## config.mk

```make
export PLATFORM = sky130hd
export DESIGN_NAME = pc_sequencer_flat
export DESIGN_NICKNAME = d
export VERILOG_FILES = /design/src/rtl/pc_seq_pkg.sv /design/src/rtl/pc_sequencer_if.sv /design/src/rtl/pc_seq_depth.sv /design/src/rtl/pc_sequencer.sv /design/src/flat_wrapper.sv
export SDC_FILE = /design/constraint.sdc
export NUM_CORES = 1
export LEC_CHECK = 0
export ABC_AREA = 0
export ABC_CLOCK_PERIOD_IN_PS = 4500
export CAP_MARGIN = 10
export CORE_AREA = 2 2 63 110
export CTS_CLUSTER_DIAMETER = 100
export DETAILED_ROUTE_END_ITERATION = 16
export DIE_AREA = 0 0 65 112
export PLACE_DENSITY_LB_ADDON = 0.12
export SYNTH_ARGS = -nofsm -noshare
export SYNTH_HDL_FRONTEND = slang
export SYNTH_HIERARCHICAL = 1
export SYNTH_SLANG_ARGS = --single-unit
```

## constraint.sdc

```tcl
create_clock -name clk2 -period 4.5 [get_ports clk2]
set_clock_uncertainty 0.05 [all_clocks]
set_input_delay 0.45 -clock clk2 [delete_from_list [all_inputs] [get_ports clk2]]
set_output_delay 0.45 -clock clk2 [all_outputs]
set_load 0.01 [all_outputs]
```

## src/rtl/pc_seq_pkg.sv

```systemverilog
// Shared types and defaults for the program-counter sequencer.
package pc_seq_pkg;

  typedef logic [19:0] addr_t;

  typedef enum logic [1:0] {
    BOOT,
    RUN,
    BUBBLE
  } seq_state_t;

  localparam addr_t RESET_VEC_DEF   = 20'h00000;
  localparam addr_t TRAP_VEC_DEF    = 20'hFFFF0;
  localparam int    STACK_DEPTH_DEF = 4;

  // Sequential fetch address; wraps 20'hFFFFF -> 0.
  function automatic addr_t addr_inc(input addr_t a);
    return a + 20'd1;
  endfunction

endpackage

```

## src/rtl/pc_sequencer_if.sv

```systemverilog
// Decode / return-stack / fetch bundle of the PC sequencer.
// master: decode and stack side; slave: the sequencer.
interface pc_sequencer_if;
  import pc_seq_pkg::*;

  logic       stall;
  logic       ins_vld;
  logic       jmp;
  logic       cond;
  logic       call;
  logic       ret;
  addr_t      tgt;
  addr_t      stk_do;
  addr_t      pc;
  addr_t      stk_di;
  logic       stk_ena;
  logic       stk_rts;
  logic       flush;
  logic [2:0] depth;
  logic       fault;

  modport master (
    output stall, ins_vld, jmp, cond, call, ret, tgt, stk_do,
    input  pc, stk_di, stk_ena, stk_rts, flush, depth, fault
  );

  modport slave (
    input  stall, ins_vld, jmp, cond, call, ret, tgt, stk_do,
    output pc, stk_di, stk_ena, stk_rts, flush, depth, fault
  );

endinterface

```

## src/rtl/pc_seq_depth.sv

```systemverilog
// Return-stack occupancy counter, saturating at 0 and MAX.
module pc_seq_depth #(
  parameter int MAX = 4
) (
  input  logic       clk2,
  input  logic       rst,
  input  logic       inc,
  input  logic       dec,
  output logic [2:0] depth,
  output logic       full,
  output logic       empty
);

  assign full  = (depth == 3'(MAX));
  assign empty = (depth == 3'd0);

  // Count pushes up and pops down; never step past either bound.
  always_ff @(posedge clk2) begin
    if (rst) begin
      depth <= 3'd0;
    end else if (inc && !dec && !full) begin
      depth <= depth + 3'd1;
    end else if (dec && !inc && !empty) begin
      depth <= depth - 3'd1;
    end
  end

endmodule

```

## src/rtl/pc_sequencer.sv

```systemverilog
// Program-counter sequencer: fetch address, JMP/CALL/RET resolution,
// return-stack strobes and fault detection.
// Build option PC_SEQ_TRAP_EN: stack faults redirect fetch to TRAP_VEC.
//
// state  | meaning
// BOOT   | first cycle after reset, fetch slot flushed
// RUN    | normal fetch, decode inputs accepted
// BUBBLE | slot after a taken transfer, fetched word discarded
module pc_sequencer
  import pc_seq_pkg::*;
#(
  parameter addr_t RESET_VEC   = RESET_VEC_DEF,
`ifdef PC_SEQ_TRAP_EN
  parameter addr_t TRAP_VEC    = TRAP_VEC_DEF,
`endif
  parameter int    STACK_DEPTH = STACK_DEPTH_DEF
) (
  input  logic           clk2,
  input  logic           rst,
  pc_sequencer_if.slave  bus
);

  seq_state_t state_q, state_nxt;
  addr_t      pc_q, pc_nxt;
  addr_t      pc_dec_q, pc_dec_nxt;
  logic       flush_q;
  logic       fault_q, fault_set;
  logic       stk_ena, stk_rts;
  logic       inc, dec, full, empty;
  logic [2:0] depth;

  pc_seq_depth #(.MAX(STACK_DEPTH)) u_depth (
    .clk2  (clk2),
    .rst   (rst),
    .inc   (inc),
    .dec   (dec),
    .depth (depth),
    .full  (full),
    .empty (empty)
  );

  // Next-state, next-PC and stack strobes; a taken transfer leaves
  // pc_dec alone so the decode address catches up during BUBBLE.
  always_comb begin
    state_nxt  = state_q;
    pc_nxt     = pc_q;
    pc_dec_nxt = pc_dec_q;
    stk_ena    = 1'b0;
    stk_rts    = 1'b0;
    inc        = 1'b0;
    dec        = 1'b0;
    fault_set  = 1'b0;
    if (!bus.stall) begin
      pc_nxt     = addr_inc(pc_q);
      pc_dec_nxt = pc_q;
      case (state_q)
        BOOT, BUBBLE: state_nxt = RUN;
        RUN: begin
          if (bus.ins_vld) begin
            if (bus.ret) begin
              if (!empty) begin
                stk_rts    = 1'b1;
                dec        = 1'b1;
                pc_nxt     = bus.stk_do;
                pc_dec_nxt = pc_dec_q;
                state_nxt  = BUBBLE;
              end else begin
                fault_set = 1'b1;
`ifdef PC_SEQ_TRAP_EN
                pc_nxt     = TRAP_VEC;
                pc_dec_nxt = pc_dec_q;
                state_nxt  = BUBBLE;
`endif
              end
            end else if (bus.call) begin
              pc_nxt     = bus.tgt;
              pc_dec_nxt = pc_dec_q;
              state_nxt  = BUBBLE;
              if (!full) begin
                stk_ena = 1'b1;
                inc     = 1'b1;
              end else begin
                fault_set = 1'b1;
`ifdef PC_SEQ_TRAP_EN
                pc_nxt = TRAP_VEC;
`endif
              end
            end else if (bus.jmp && bus.cond) begin
              pc_nxt     = bus.tgt;
              pc_dec_nxt = pc_dec_q;
              state_nxt  = BUBBLE;
            end
          end
        end
        default: state_nxt = BOOT;
      endcase
    end
    // A reset cycle must not disturb the stack.
    if (rst) begin
      stk_ena = 1'b0;
      stk_rts = 1'b0;
      inc     = 1'b0;
      dec     = 1'b0;
    end
  end

  // State, PC pair, registered flush and sticky fault.
  always_ff @(posedge clk2) begin
    if (rst) begin
      state_q  <= BOOT;
      pc_q     <= RESET_VEC;
      pc_dec_q <= RESET_VEC;
      flush_q  <= 1'b1;
      fault_q  <= 1'b0;
    end else begin
      state_q  <= state_nxt;
      pc_q     <= pc_nxt;
      pc_dec_q <= pc_dec_nxt;
      if (!bus.stall) begin
        flush_q <= (state_nxt != RUN);
      end
      fault_q <= fault_q | fault_set;
    end
  end

  assign bus.pc      = pc_q;
  assign bus.stk_di  = addr_inc(pc_dec_q);
  assign bus.stk_ena = stk_ena;
  assign bus.stk_rts = stk_rts;
  assign bus.flush   = flush_q;
  assign bus.depth   = depth;
  assign bus.fault   = fault_q;

endmodule

```

## src/flat_wrapper.sv

```systemverilog
// flat-port wrapper written by rule: the top's interface ports become plain ports
module pc_sequencer_flat import pc_seq_pkg::*;
#(
  parameter addr_t RESET_VEC   = RESET_VEC_DEF,

  parameter int    STACK_DEPTH = STACK_DEPTH_DEF
)
  (clk2, rst, bus_stall, bus_ins_vld, bus_jmp, bus_cond, bus_call, bus_ret, bus_tgt, bus_stk_do, bus_pc, bus_stk_di, bus_stk_ena, bus_stk_rts, bus_flush, bus_depth, bus_fault);
  pc_sequencer_if bus_i ();
  input  logic clk2;
  input  logic rst;
  input wire logic [$bits(bus_i.stall)-1:0] bus_stall;
  input wire logic [$bits(bus_i.ins_vld)-1:0] bus_ins_vld;
  input wire logic [$bits(bus_i.jmp)-1:0] bus_jmp;
  input wire logic [$bits(bus_i.cond)-1:0] bus_cond;
  input wire logic [$bits(bus_i.call)-1:0] bus_call;
  input wire logic [$bits(bus_i.ret)-1:0] bus_ret;
  input wire logic [$bits(bus_i.tgt)-1:0] bus_tgt;
  input wire logic [$bits(bus_i.stk_do)-1:0] bus_stk_do;
  output wire logic [$bits(bus_i.pc)-1:0] bus_pc;
  output wire logic [$bits(bus_i.stk_di)-1:0] bus_stk_di;
  output wire logic [$bits(bus_i.stk_ena)-1:0] bus_stk_ena;
  output wire logic [$bits(bus_i.stk_rts)-1:0] bus_stk_rts;
  output wire logic [$bits(bus_i.flush)-1:0] bus_flush;
  output wire logic [$bits(bus_i.depth)-1:0] bus_depth;
  output wire logic [$bits(bus_i.fault)-1:0] bus_fault;
  assign bus_i.stall = bus_stall;
  assign bus_i.ins_vld = bus_ins_vld;
  assign bus_i.jmp = bus_jmp;
  assign bus_i.cond = bus_cond;
  assign bus_i.call = bus_call;
  assign bus_i.ret = bus_ret;
  assign bus_i.tgt = bus_tgt;
  assign bus_i.stk_do = bus_stk_do;
  assign bus_pc = bus_i.pc;
  assign bus_stk_di = bus_i.stk_di;
  assign bus_stk_ena = bus_i.stk_ena;
  assign bus_stk_rts = bus_i.stk_rts;
  assign bus_flush = bus_i.flush;
  assign bus_depth = bus_i.depth;
  assign bus_fault = bus_i.fault;
  pc_sequencer #(.RESET_VEC(RESET_VEC), .STACK_DEPTH(STACK_DEPTH)) u_core (.clk2(clk2), .rst(rst), .bus(bus_i));
endmodule
```

==> impl_metrics.ini, run 1 <==
[timing]
setup_viol = 0
setup_slack_ps = 1010
tightest_slew_ps = 795
slew_violations = 0
post-route-min-period_ps = 3490
slew_headroom = 0.468
holdWs_ps = 417
setup_tns_ps = 0
final_hold_viol_count = 0
period_share = 0.775
fmax_mhz = 287
rsz0062_at_grt = no

[cts]
cts_sinks = 47
post_cts_resized = 0
tritoncts = yes
clkLatencyLatePin_ps = 290
cts_hold_buf = 0
post_cts_buffers = 0
cts_max_level = 2
clkTransAtPathRegs_ps = 60
clock_path_buffers = 2
root_buffer = clkbuf_16
cts_inserted_buffers = 5

[grt]
grt_overflow_total = 0
grt_pass1_vias = 3065
met2_usage = 0.459
grt_use_total = 0.242
grt.met3_usage = 0.0354
top_usage_layer = met2
grt_max_degree = 40
antenna_found_initial = 0
use_met1 = 0.267
grt_pass1_wl_um = 14100

[setup_path]
slowest_stage = clkdlybuf4s50_1
worstPathMaxFanout = 6
crit_type = in2reg
critPathCaptureType = register
worst_setup_path_start_kind = input pin
crit_chain = clkdlybuf4s50_1, nand3b_1, nor2_1, nand2_1, nor4b_1, buf_4, or3b_2, fa_1, and3b_1, and3_4, a2111oi_2
cp.buffers_inverters = 2
cp.required_ps = 4630
critPathTopFamily = simple AND/OR/NAND/NOR gates
cp.arrival_ps = 3620
crit_path_max_incr_delay_ps = 490

[drt]
drt_iter0_markers = 122
drc = 0
via_per_inst = 5.77
first_pass_iters = 5
wl_per_cell_um = 15.9
wl_um = 8550
antenna_left = 0
num_vias = 3106

[place]
place_inst = 530
place_congestion = 0.831
dp_hpwl_um = 6520
dpl_worst_slack_ps = 713
port_buffers = 94

[synth]
synth_area_um2 = 2820
synth-compound-area-share = 0.266
synthTopCellsByArea = dfxtp_1 (33%), nand2_1 (7.8%), a21oi_1 (6.7%), nand3_1 (3.7%), xnor2_1 (3.4%)
synth_simple_gate_area_frac = 0.274
syn_inst = 363
syn-num-nets = 414
synthAdderAreaFrac = 0.0160
ys_seq_elements = 47
ys_seq_area_frac = 0.333
synth_top_area_frac = 0.333
synth_cell_types = 60
synth_top_family_by_area = simple AND/OR/NAND/NOR gates
synth_top_area_cell = dfxtp_1
synthMuxAreaShare = 0.00709
yosys_warnings = 6
synth_commonest_cells = nand2_1 (59), dfxtp_1 (47), a21oi_1 (38)
async_flop_share = 0
synth_xor_xnor_area_share = 0.0620
synth_edf_count = 0
synth_area_per_cell_um2 = 7.78
dominantRegCellSynth = dfxtp_1
synth_most_common_cell = nand2_1

[finish]
seq_area_um2 = 941
nets = 506
nFillCells = 604
drive_gt1_frac = 0.0702
fin_util = 0.628
multi_input_area_um2 = 1770
syn2layout_area_growth_pct = 42.3
fin_cells = 538
antenna_cells = 0

[power]
p_leak_nw = 1.42
power_density_nw_per_um2 = 239
ir_drop_mv = 0.173

[hold_path]
hp-class = reg2reg

[floorplan]
coreArea_um2 = 6390
io_pins = 95
die_y_um = 112
start_util = 0.442
row_count = 39
die_w_um = 65
dieArea_um2 = 7280

[status]
outcome = finished, final reports clean

[job]
cap_violations = 0
-- logic make-up after synthesis --
kind of cell | Yosys count
multiplexers | 2
adder cells (fa/ha/maj) | 3
flip-flops | 47
buffers and inverters | 28
AND/OR/NAND/NOR | 151
XOR/XNOR | 20
AO/OA/AOI/OAI | 112
-- metal layers --
metal / part of all wire / vias to the layer above
met3: 0.051 / 6
met4: 0.011 / 0
met1: 0.39 / 1463
met5: 0 / -
met2: 0.55 / 107
li1: - / 1530
-- flip-flops by register name, indices dropped and copies added (netlist names) --
signal,count
u_core/pc_dec_q,20
u_core/state_q,2
u_core/u_depth/depth,3
u_core/bus.pc,20
u_core/bus.flush,1
u_core/bus.fault,1
-- layout by cell type, fill, tap and decap left out, drive strengths merged, types with 3 or more instances in the layout --
cell           netlist  routed
buf                  8      10
o21ai               15      15
a22o                 9       9
nor2                22      22
a32oi                4       4
nand3               22      22
a21oi               38      38
a31oi                6       6
nor3b                3       3
nor3                11      11
o31ai                3       3
a22oi               10      10
nor4                 5       5
xor2                 9       9
clkbuf              11       6
nand4                3       3
dfxtp               47      47
and3                 9       9
nor2b                3       3
inv                  9       9
xnor2               11      11
nand2               59      59
a221oi               3       3
clkdlybuf4s50        0      94
o22ai                6       6
o311ai               4       4
-- per-stage QoR --
stage	power, W	area (um2)
floorplan	0.000508	2820
global placement	0.000588	3860
detailed placement	0.000591	3860
CTS	0.000963	4020
global route	0.000990	4020
finish	0.000961	4020
-- cell type report --
cell class | instances | share of cell area
inverters | 9 | 0.00841
multi-input cells | 288 | 0.440
repair buffers | 104 | 0.253
clock inverters | 2 | 0.00405
well taps | 82 | 0.0255
flip-flops and latches | 47 | 0.234
clock buffers | 6 | 0.0346
-- worst reg2reg max path, stage by stage (launching register included) --
cell,delay (ps)
dfxtp_1,330
nand3b_1,190
nor2_1,380
nand2_1,140
nor4b_1,260
buf_4,190
or3b_2,460
fa_1,420
and3b_1,210
and3_4,180
a2111oi_2,320
-- report_power, final --
part	switching, W	leakage [nW]	internal [W]
Sequential	0.0000122	0.381	0.000425
Combinational	0.0000666	0.961	0.0000774
Clock	0.000157	0.0731	0.000222
Total	0.000236	1.42	0.000724
-- path summary, 6_finish.rpt --
| kind | from | endpoint | slack, ps | depth (start not counted) |
|---|---|---|---|---|
| worst max-delay path | bus_ins_vld | u_core/u_depth/depth[2]$_SDFFE_PP0P_ | 1010 | 11 |
| worst min-delay path | u_core/bus.flush$_SDFFE_PP1N_ | u_core/bus.flush$_SDFFE_PP1N_ | 420 | 1 |
| worst max register to register | u_core/state_q[1]$_SDFF_PP0_ | u_core/u_depth/depth[2]$_SDFFE_PP0P_ | 1270 | 10 |
| worst min register to register | u_core/bus.flush$_SDFFE_PP1N_ | u_core/bus.flush$_SDFFE_PP1N_ | 420 | 1 |
(Power assumes the default switching activity.)
==> inputs of run 2 (changes only) <==
--- a/config.mk
+++ b/config.mk
@@ -6,12 +6,12 @@
 export NUM_CORES = 1
 export LEC_CHECK = 0
 export ABC_AREA = 0
-export ABC_CLOCK_PERIOD_IN_PS = 4500
+export ABC_CLOCK_PERIOD_IN_PS = 3000
 export CAP_MARGIN = 10
-export CORE_AREA = 2 2 63 110
+export CORE_AREA = 2 2 65 114
 export CTS_CLUSTER_DIAMETER = 100
 export DETAILED_ROUTE_END_ITERATION = 16
-export DIE_AREA = 0 0 65 112
+export DIE_AREA = 0 0 67 116
 export PLACE_DENSITY_LB_ADDON = 0.12
 export SYNTH_ARGS = -nofsm -noshare
 export SYNTH_HDL_FRONTEND = slang
==> constraint.sdc (replaced) <==
create_clock -name clk2 -period 3 [get_ports clk2]
set_clock_uncertainty 0.05 [all_clocks]
set_input_delay 0.3 -clock clk2 [delete_from_list [all_inputs] [get_ports clk2]]
set_output_delay 0.3 -clock clk2 [all_outputs]
set_load 0.01 [all_outputs]
==> impl_metrics.ini, run 2 (synthesis gave the netlist of run 1 again) <==
[grt]
antenna_found_initial = 0
grt_use_total = 0.225
grt_pass1_vias = 2922
grt_max_degree = 40
grt_pass1_wl_um = 13500
grt_overflow_total = 0

[timing]
setup_viol = 0
holdWs_ps = 412
post-route-min-period_ps = 2790
final_hold_viol_count = 0
period_share = 0.930
fmax_mhz = 358
setup_slack_ps = 210
slew_headroom = 0.618
rsz0062_at_grt = no
slew_violations = 0
tightest_slew_ps = 569
setup_tns_ps = 0

[cts]
cts_sinks = 47
clkLatencyLatePin_ps = 290
post_cts_buffers = 0
clock_path_buffers = 2
cts_hold_buf = 0
cts_inserted_buffers = 5
clkTransAtPathRegs_ps = 60
cts_max_level = 2
tritoncts = yes
root_buffer = clkbuf_16

[finish]
drive_gt1_frac = 0.101
antenna_cells = 0
nFillCells = 674
multi_input_area_um2 = 1810
nets = 516
final_cell_mix = clkdlybuf4s50_1 (94), nand2_1 (58), dfxtp_1 (46)
seq_area_um2 = 942
syn2layout_area_growth_pct = 46.1
final_common_cell = clkdlybuf4s50_1

[setup_path]
crit_path_start = u_core/pc_dec_q[10]$_SDFFE_PP0P_
worst_setup_path_start_kind = register
rrSetupSlack_ps = 330
worstPathMaxFanout = 5
cp.required_ps = 2650
critPathCaptureType = primary output
crit_end = bus_stk_di[17]
reg2reg_to = u_core/u_depth/depth[2]$_SDFFE_PP0P_
crit_type = reg2out
ff2ff_path_depth = 9
rr_startpoint = u_core/state_q[1]$_SDFF_PP0_
cp.arrival_ps = 2440

[drt]
antenna_left = 0
num_vias = 3077
wl_um = 8400
drt_iter0_markers = 120
wl_per_cell_um = 15.3
drc = 0
via_per_inst = 5.60
first_pass_iters = 5

[place]
dp_hpwl_um = 6510
dpl_worst_slack_ps = -70.2
place_congestion = 0.853
port_buffers = 94

[hold_path]
min_path_cells = 1
hp-class = reg2reg

[floorplan]
dieArea_um2 = 7770
row_count = 40
io_pins = 95
die_y_um = 116
coreArea_um2 = 6810
die_w_um = 67
start_util = 0.415

[power]
p_leak_nw = 1.48
power_density_nw_per_um2 = 345
ir_drop_mv = 0.292

[status]
outcome = finished, final reports clean

[job]
cap_violations = 0
## run 2: cell types whose count changed in the layout (fill, tap and decap cells not counted), sizes merged
cell / delta
buf: +10
clkinvlp: -1
## run 2: cell type report
type | count | area share
Inverter | 9 | 0.00819
Tap cell | 84 | 0.0255
Clock inverter | 1 | 0.00121
Clock buffer | 6 | 0.0337
Timing Repair Buffer | 114 | 0.264
Sequential cell | 47 | 0.228
Multi-Input combinational cell | 288 | 0.439
## run 2: worst max-delay path: stages, from the launching register on
cell             delay, ps
dfxtp_1                400
and3_1                 220
nand3_1                120
nor4_1                 430
buf_4                  210
nand3_1                 90
xnor2_1                140
clkdlybuf4s50_1        550
## run 2: worst min path at each step
stage / from / end
finish: u_core/bus.flush$_SDFFE_PP1N_ / u_core/bus.flush$_SDFFE_PP1N_
global route: u_core/bus.flush$_SDFFE_PP1N_ / u_core/bus.flush$_SDFFE_PP1N_
CTS: u_core/bus.flush$_SDFFE_PP1N_ / u_core/bus.flush$_SDFFE_PP1N_
detailed placement: u_core/bus.flush$_SDFFE_PP1N_ / u_core/bus.flush$_SDFFE_PP1N_
global placement: u_core/bus.flush$_SDFFE_PP1N_ / u_core/bus.flush$_SDFFE_PP1N_
floorplan: rst / u_core/u_depth/depth[2]$_SDFFE_PP0P_
## run 2: report_power, final
| part | switching, W | total [W] | internal [W] |
|---|---|---|---|
| clock network | 0.000221 | 0.000546 | 0.000325 |
| registers | 0.0000183 | 0.000656 | 0.000638 |
| logic | 0.000101 | 0.000223 | 0.000122 |
| total | 0.000340 | 0.00143 | 0.00109 |
## run 2: timing repair
action                                 4_1_cts  5_1_grt
setup endpoints to repair                    0        2
endpoints found under the hold margin        0        0
resized for setup                            0        1
## run 2: metrics by stage
step	cells	utilization	power, W	cell area [um2]
detailed placement	542	0.584	0.000894	3980
CTS	549	0.605	0.00144	4120
floorplan	363	-	0.000764	2860
global route	549	0.606	0.00149	4130
global placement	542	0.584	0.000890	3980
finish	549	0.606	0.00143	4130
## run 2: metal layers
metal / vias to the layer above / share of wire / track usage / wire length (um)
met5: - / 0 / 0 / 0
met4: 0 / 0.028 / 0.0939 / 234
met3: 17 / 0.050 / 0.0388 / 422
li1: 1547 / - / - / -
met2: 98 / 0.54 / 0.421 / 4570
met1: 1415 / 0.38 / 0.238 / 3170
